## config.mk

```make
export PLATFORM = sky130hd
export DESIGN_NAME = press_classifier_flat
export DESIGN_NICKNAME = d
export VERILOG_FILES = /design/src/rtl/press_classifier_if.sv /design/src/rtl/press_classifier.sv /design/src/flat_wrapper.sv
export SDC_FILE = /design/constraint.sdc
export NUM_CORES = 1
export LEC_CHECK = 0
export CAP_MARGIN = 20
export CORE_MARGIN = 2
export CORE_UTILIZATION = 60
export CTS_CLUSTER_DIAMETER = 200
export DETAILED_ROUTE_END_ITERATION = 10
export PLACE_DENSITY_LB_ADDON = 0.12
export SKIP_LAST_GASP = 1
export SLEW_MARGIN = 20
export SYNTH_ARGS = -nofsm -noshare
export SYNTH_HDL_FRONTEND = slang
export SYNTH_SLANG_ARGS = --single-unit
```

## constraint.sdc

```tcl
create_clock -name clk -period 3.46 [get_ports clk]
set_input_delay 0.346 -clock clk [delete_from_list [all_inputs] [get_ports clk]]
set_output_delay 0.346 -clock clk [all_outputs]
set_load 0.05 [all_outputs]
```

## src/rtl/press_classifier_if.sv

```systemverilog
// press_classifier_if -- button-level input and classified press outputs.
//   buttonStable : debounced, clk-synchronous button level (high = pressed)
//   shortPress   : one-cycle pulse, single press released early, no second press
//   longPress    : one-cycle pulse, press held for LONG_CYCLES samples
//   doublePress  : one-cycle pulse, second press inside the gap, then released
//   held         : level, high while a long press is still held
// master = button source / consumer of events, slave = classifier.
interface press_classifier_if;
  logic buttonStable;
  logic shortPress;
  logic longPress;
  logic doublePress;
  logic held;

  modport master (
    output buttonStable,
    input  shortPress, longPress, doublePress, held
  );

  modport slave (
    input  buttonStable,
    output shortPress, longPress, doublePress, held
  );
endinterface

```

## src/rtl/press_classifier.sv

```systemverilog
// press_classifier -- classifies a debounced button level into short, long
// and double presses.
//   clk   : single clock, rising edge
//   reset : asynchronous, active-high
//   bus   : press_classifier_if.slave (buttonStable in, pulses + held out)
// One 16-bit counter is shared: it counts high samples while PRESSED and
// low samples while WAIT_GAP. All outputs are registered and change on the
// same edge as the FSM transition that produces them.
module press_classifier #(
  parameter int LONG_CYCLES = 50000,  // 2..65535
  parameter int GAP_CYCLES  = 15000   // 2..65535
) (
  input  logic               clk,
  input  logic               reset,
  press_classifier_if.slave  bus
);

  typedef enum logic [2:0] {
    IDLE,
    PRESSED,
    WAIT_GAP,
    SECOND,
    LONG_HELD
  } state_t;

  localparam logic [15:0] LONG_LAST = 16'(LONG_CYCLES - 1);
  localparam logic [15:0] GAP_LAST  = 16'(GAP_CYCLES - 1);

  state_t      state;
  logic [15:0] cnt;

  always_ff @(posedge clk or posedge reset) begin
    if (reset) begin
      state           <= IDLE;
      cnt             <= '0;
      bus.shortPress  <= 1'b0;
      bus.longPress   <= 1'b0;
      bus.doublePress <= 1'b0;
      bus.held        <= 1'b0;
    end else begin
      // pulses last one cycle unless re-asserted below
      bus.shortPress  <= 1'b0;
      bus.longPress   <= 1'b0;
      bus.doublePress <= 1'b0;
      case (state)
        IDLE: begin
          if (bus.buttonStable) begin
            state <= PRESSED;
            cnt   <= 16'd1;
          end else begin
            cnt   <= '0;
          end
        end
        PRESSED: begin
          if (!bus.buttonStable) begin
            state <= WAIT_GAP;
            cnt   <= 16'd1;          // the release sample is the first low
          end else if (cnt == LONG_LAST) begin
            state         <= LONG_HELD;
            bus.longPress <= 1'b1;
            bus.held      <= 1'b1;
          end else begin
            cnt <= cnt + 16'd1;
          end
        end
        WAIT_GAP: begin
          if (bus.buttonStable) begin
            state <= SECOND;
            cnt   <= '0;
          end else if (cnt == GAP_LAST) begin
            state          <= IDLE;
            cnt            <= '0;
            bus.shortPress <= 1'b1;
          end else begin
            cnt <= cnt + 16'd1;
          end
        end
        SECOND: begin
          // duration of the second press is irrelevant; cnt holds
          if (!bus.buttonStable) begin
            state           <= IDLE;
            bus.doublePress <= 1'b1;
          end
        end
        LONG_HELD: begin
          if (!bus.buttonStable) begin
            state    <= IDLE;
            bus.held <= 1'b0;
          end
        end
        default: begin
          state    <= IDLE;
          cnt      <= '0;
          bus.held <= 1'b0;
        end
      endcase
    end
  end

endmodule

```

## src/flat_wrapper.sv

```systemverilog
// flat-port wrapper written by rule: the top's interface ports become plain ports
module press_classifier_flat 
#(
  parameter int LONG_CYCLES = 50000,             
  parameter int GAP_CYCLES  = 15000              
)
  (clk, reset, bus_buttonStable, bus_shortPress, bus_longPress, bus_doublePress, bus_held);
  press_classifier_if bus_i ();
  input  logic clk;
  input  logic reset;
  input wire logic [$bits(bus_i.buttonStable)-1:0] bus_buttonStable;
  output wire logic [$bits(bus_i.shortPress)-1:0] bus_shortPress;
  output wire logic [$bits(bus_i.longPress)-1:0] bus_longPress;
  output wire logic [$bits(bus_i.doublePress)-1:0] bus_doublePress;
  output wire logic [$bits(bus_i.held)-1:0] bus_held;
  assign bus_i.buttonStable = bus_buttonStable;
  assign bus_shortPress = bus_i.shortPress;
  assign bus_longPress = bus_i.longPress;
  assign bus_doublePress = bus_i.doublePress;
  assign bus_held = bus_i.held;
  press_classifier #(.LONG_CYCLES(LONG_CYCLES), .GAP_CYCLES(GAP_CYCLES)) u_core (.clk(clk), .reset(reset), .bus(bus_i));
endmodule
```

==> results of run 1 <==
area by class of cell:
type | instances | area share, %
inverters | 3 | 0.794
clock inverters | 1 | 0.530
well taps | 27 | 2.38
clock buffers | 3 | 1.59
repair buffers | 6 | 4.24
multi-input cells | 108 | 49.9
flip-flops and latches | 23 | 40.6
flip-flops by register name, indices dropped and copies added, names as in the netlist:
register	flops
u_core.bus.doublePress	1
u_core.bus.held	1
u_core.bus.longPress	1
u_core.bus.shortPress	1
u_core.cnt	16
u_core.state	3
per-stage QoR:
stage                     util [%]  instances  setup WS, ns
after floorplan                  -        141          1.39
after global placement        68.6        167          1.30
after detailed placement      68.6        167          1.24
after CTS                     70.1        171          1.22
after global routing          70.1        171          1.12
final                         70.1        171          1.20
worst min-delay path by stage:
stage               cells after the start                endpoint
detailed placement                      1         u_core.bus.held
floorplan                               1  u_core.bus.doublePress
CTS                                     2    u_core.bus.longPress
global route                            1         u_core.bus.held
global placement                        1         u_core.bus.held
finish                                  2    u_core.bus.longPress
power groups by stage:
stage	Sequential (mW)	Combinational (mW)	Clock [mW]
after detailed placement	0.300	0.0746	0
after floorplan	0.293	0.0645	0
after CTS	0.295	0.0750	0.134
final	0.295	0.0748	0.129
after global placement	0.299	0.0736	0
after global routing	0.298	0.0866	0.144
kinds of logic (layout without fill, tap and decap cells):
logic type,count (synthesis),after routing,share of synthesized area [%]
xor+xnor,11,11,7.29
buf+inv,10,13,2.94
mux,2,2,1.52
flops,23,23,43.6
fa+ha+maj,1,1,0.947
compound gates,22,22,12.7
simple gates,72,72,31.1
synth_stat cells, types with 2 or more instances:
cell type / count / area, µm²
a21oi_1: 4 / 20.0
or3b_1: 2 / 17.5
and4_1: 3 / 26.3
nor2b_1: 4 / 25.0
mux2i_1: 2 / 20.0
xor2_1: 6 / 52.6
clkbuf_1: 6 / 22.5
nand2_1: 6 / 22.5
nor4b_1: 2 / 17.5
xnor2_1: 5 / 43.8
nand3_1: 8 / 40.0
and3_1: 4 / 25.0
or4_1: 2 / 15.0
a22o_1: 3 / 26.3
dfrtp_1: 23 / 576
nand4_1: 4 / 25.0
nor2_1: 20 / 75.1
o21ai_0: 6 / 30.0
nor3_1: 5 / 25.0
and2_1: 2 / 12.5
a21o_1: 3 / 22.5
nor3b_1: 2 / 15.0
inv_1: 3 / 11.3
layer usage:
layer	vias to the layer above	global-route usage, %	wire length, µm
li1	507	-	-
met1	499	34.0	1250
met2	19	38.1	1190
met3	4	2.63	67
met4	0	6.31	32
met5	-	0	0
==> results_dict.tcl, run 1 <==
set metrics [dict create \
    ys_seq_area_share_pct 43.6 \
    worstPathMaxFanout 7 \
    diodes 0 \
    synth-main-ff-cell "dfrtp_1" \
    hold_viol_final 0 \
    p_comb_share_pct 15.0 \
    regArea_um2 576 \
    rows 16 \
    rr_startpoint "u_core.cnt[5]" \
    start_util_pct 65.3 \
    dpl_cell_area_um2 1390 \
    tightest_slew_ns 0.847 \
    drt_pre_antenna_iters 5 \
    clock_sinks 23 \
    ys_async_sr_fraction_pct 100 \
    avgSynthCellArea_um2 9.37 \
    antenna_found_initial 0 \
    grt_pass1_vias 1043 \
    fin_crit_sh_pct 65.2 \
    power.density_nw_per_um2 352 \
    syn_to_final_growth_pct 7.29 \
    fp.dieArea_um2 2590 \
    grt_pass1_wl_mm 4.73 \
    wl_per_cell_um 14.8 \
    synth_edf_count 0 \
    reg2reg_to "u_core.cnt[3]" \
    maxSlewHeadroom_pct 43.5 \
    ys_seq_elements 23 \
    numPortBuffers 6 \
    cts_root_buf "clkbuf_4" \
    power_frac_clock_pct 25.8 \
    reg2reg_setup_slack_ns 1.20 \
    hpwl_mm 1.79 \
    worst-setup-path-type "flop to flop" \
    numCtsBuffers 3 \
    path_clk_slew_ns 0.14 \
    place.gp.congestion 0.878 \
    ios 7 \
    drc 0 \
    worstPathRequired_ns 3.67 \
    peakVddDrop_v 0.000233 \
    hold_slack_ns 0.480 \
    nNetsFinal 149 \
    postCtsHoldBufs 0 \
    worstSetupEndpointType "flop" \
    drv_slew 0 \
    power.total_mw 0.499 \
    final_common_cell "dfrtp_1" \
    path_cells "or4_1, or4_1, o21ai_4, nor2_2, a22o_1" \
    cp_top_family "simple AND/OR/NAND/NOR gates" \
    cap_viol_max_count 0 \
    critPathSlowestCell "or4_1" \
    design_area_um2 1420 \
    drt_iter0_markers 21 \
    yosys_warnings 0 \
    design.core.area_um2 2020 \
    cpMostUsedCell "or4_1" \
    synth_cells 141 \
    syn_area_um2 1320 \
    nFillCells 169 \
    synth.distinct_cells 39 \
    p_leak_nw 0.610 \
    final_cell_mix "23 x dfrtp_1, 20 x nor2_1, 8 x nand3_1" \
    path_buf_inv 0 \
    p_int_mw 0.351 \
    hp-class "primary input to asynchronous set/reset pin" \
    avgViaCountPerCell 6.02 \
    startpoint "u_core.cnt[5]" \
    drive_above_1_share_pct 6.25 \
    fin_skew_ns 0.0161 \
    multi_input_area_um2 707 \
    cts_buffer_depth 2 \
    rsz0062_at_grt "no" \
    setup_tns_ns 0 \
    fin_crit_ns 2.26 \
    cts_resized 0 \
    grt_max_degree 24 \
    worstSkewPairLatency_ns 0.32 \
    crit_path_end "u_core.cnt[3]" \
    arrival_ns 2.46 \
    ant_nets 0 \
    sequentialPowerShare_pct 59.2 \
    die_h_um 50.9 \
    critPathMaxStageDelay_ns 0.64 \
    wirelength_mm 2.54 \
    swShare_pct 29.7 \
    cp_num_cells 5 \
    die_w_um 50.9 \
    switching_power_mw 0.148 \
    setup_viol 0 \
    grt-ovfl-total 0 \
    grt_util_all_layers_pct 23.7 \
    critPathLaunchType "flop" \
    cts_tree "yes" \
    htree_num_levels 1 \
    status "completed" \
    num_vias 1029 \
    cts_setup_buffers 0 \
    r2r_cells 5 \
    clock.fmax_mhz 443 \
    syn_nets 145 \
]
Note: power is estimated with default switching activity, not from simulation.
==> inputs of run 2 (changes only) <==
--- a/config.mk
+++ b/config.mk
@@ -7,7 +7,7 @@
 export LEC_CHECK = 0
 export CAP_MARGIN = 20
 export CORE_MARGIN = 2
-export CORE_UTILIZATION = 60
+export CORE_UTILIZATION = 52
 export CTS_CLUSTER_DIAMETER = 200
 export DETAILED_ROUTE_END_ITERATION = 10
 export PLACE_DENSITY_LB_ADDON = 0.12
==> constraint.sdc (replaced) <==
create_clock -name clk -period 1.95 [get_ports clk]
set_input_delay 0.195 -clock clk [delete_from_list [all_inputs] [get_ports clk]]
set_output_delay 0.195 -clock clk [all_outputs]
set_load 0.05 [all_outputs]
==> results_dict.tcl, run 2 (same netlist as run 1, synthesis figures left out) <==
set metrics [dict create \
    status "complete, but fails checks" \
    violations "setup timing" \
    die_h_um 54.4 \
    fin_skew_ns 0.00364 \
    rsz0062_at_grt "yes" \
    path_clk_slew_ns 0.12 \
    path_cells "or4_1, or4_4, o21ai_4, nor2_2, a22o_1" \
    drt_iter0_markers 33 \
    wl_per_cell_um 14.4 \
    final_common_cell "dfrtp_1" \
    wirelength_mm 2.80 \
    top_regs "u_core.cnt (16), u_core.state (3)" \
    worstSkewPairLatency_ns 0.31 \
    grt_pass1_wl_mm 4.66 \
    multi_input_area_um2 737 \
    power.density_nw_per_um2 576 \
    diodes 0 \
    cp_top_family "simple AND/OR/NAND/NOR gates" \
    swShare_pct 29.3 \
    hpwl_mm 2.10 \
    numPortBuffers 6 \
    path_buf_inv 0 \
    hold_viol_final 0 \
    avgViaCountPerCell 5.66 \
    htree_num_levels 1 \
    drc 0 \
    maxSlewHeadroom_pct 66.1 \
    ant_nets 0 \
    switching_power_mw 0.273 \
    drv_slew 0 \
    setup_viol 6 \
    numCtsBuffers 3 \
    tightest_slew_ns 0.507 \
    antenna_found_initial 0 \
    setup_tns_ns -0.196 \
    grt_max_degree 24 \
    fp.dieArea_um2 2960 \
    worstPathRequired_ns 2.17 \
    grt_util_all_layers_pct 22.1 \
    fin_crit_sh_pct 102 \
    clock_sinks 23 \
    grt_pass1_vias 1036 \
    worstSetupEndpointType "flop" \
    grt-ovfl-total 0 \
    final_cell_mix "23 x dfrtp_1, 20 x nor2_1, 20 x buf_4" \
    die_w_um 54.4 \
    design.core.area_um2 2430 \
    drive_above_1_share_pct 21.8 \
    critPathLaunchType "flop" \
    sequentialPowerShare_pct 55.0 \
    nNetsFinal 170 \
    ios 7 \
    worstPathMaxFanout 5 \
    largest_reg_flops 16 \
    start_util_pct 54.3 \
    p_leak_nw 0.731 \
    worst-setup-path-type "flop to flop" \
    p_int_mw 0.660 \
    place.gp.congestion 0.787 \
    postCtsHoldBufs 0 \
    peakVddDrop_v 0.000520 \
    cts_buffer_depth 2 \
    num_vias 1104 \
    cts_root_buf "clkbuf_4" \
    postLayoutSetupSlackWorst_ns -0.0467 \
    nFillCells 206 \
    power_frac_clock_pct 23.5 \
    p_comb_share_pct 21.4 \
    fin_crit_ns 2.00 \
    arrival_ns 2.21 \
    cts_tree "yes" \
    regArea_um2 576 \
    cap_viol_max_count 0 \
    power.total_mw 0.933 \
    hp-class "primary input to asynchronous set/reset pin" \
    registers.top_by_ff_count "u_core.cnt" \
    drt_pre_antenna_iters 4 \
    syn_to_final_growth_pct 22.5 \
    clock.fmax_mhz 501 \
    critPathMaxStageDelay_ns 0.55 \
    rows 18 \
    critPathSlowestCell "or4_4" \
]
run 2: changes by cell type in the layout (fill, tap and decap cells not counted), sizes merged:
cell / delta
clkinv: +1
clkinvlp: -1
buf: +21
run 2: power by group through the flow:
stage / clock, mW / combinational (mW) / sequential (mW)
final: 0.219 / 0.200 / 0.514
after global routing: 0.248 / 0.223 / 0.515
after CTS: 0.229 / 0.192 / 0.513
after detailed placement: 0 / 0.187 / 0.522
after global placement: 0 / 0.180 / 0.521
after floorplan: 0 / 0.115 / 0.521
run 2: worst reg2reg max path: cells and delay by family, from the launching register on:
| kind | cells | cell delay, ns |
|---|---|---|
| simple gates | 3 | 1.15 |
| flops | 1 | 0.39 |
| compound gates | 2 | 0.37 |
run 2: worst paths after layout:
path                                       from  slack (ns)  cells after the start                   end
worst max-delay path             u_core.cnt[11]       -0.05                      5         u_core.cnt[1]
worst min-delay path                      reset        0.22                      3  u_core.bus.longPress
worst max register to register   u_core.cnt[11]       -0.05                      5         u_core.cnt[1]
worst min register to register  u_core.bus.held        0.51                      1       u_core.bus.held
max in group asynchronous                 reset        1.51                      3        u_core.cnt[15]
min in group clk                u_core.bus.held        0.51                      1       u_core.bus.held
run 2: through the flow:
stage | instance area, µm² | util, % | setup WS (ns) | cells | hold slack [ns]
after floorplan | 1330 | - | -0.0925 | 141 | 0.197
after global placement | 1550 | 63.7 | -0.132 | 189 | 0.463
after detailed placement | 1550 | 63.7 | -0.184 | 189 | 0.478
after CTS | 1590 | 65.3 | -0.0749 | 193 | 0.218
after global routing | 1620 | 66.6 | -0.100 | 195 | 0.250
final | 1620 | 66.6 | -0.0467 | 195 | 0.215
run 2: final cells by class:
class	count	share of cell area (%)
Clock buffer	3	1.39
Clock inverter	1	0.309
Timing Repair Buffer	27	14.2
Tap cell	30	2.32
Sequential cell	23	35.5
Inverter	3	0.696
Multi-Input combinational cell	108	45.5
run 2: repair_timing:
action / 4_1_cts / 5_1_grt
resized for setup: 2 / 3
pin swaps: 3 / 4
endpoints found under the setup margin: 8 / 14
setup buffers: 0 / 2
run 2: routing by layer:
layer / part of all wire, % / track usage, % / up-vias / routed length, µm
li1: - / - / 547 / -
met1: 45 / 27.3 / 542 / 1270
met2: 51 / 39.6 / 13 / 1440
met3: 2.4 / 2.46 / 2 / 66
met4: 0.93 / 7.50 / 0 / 26
met5: 0 / 0 / - / 0
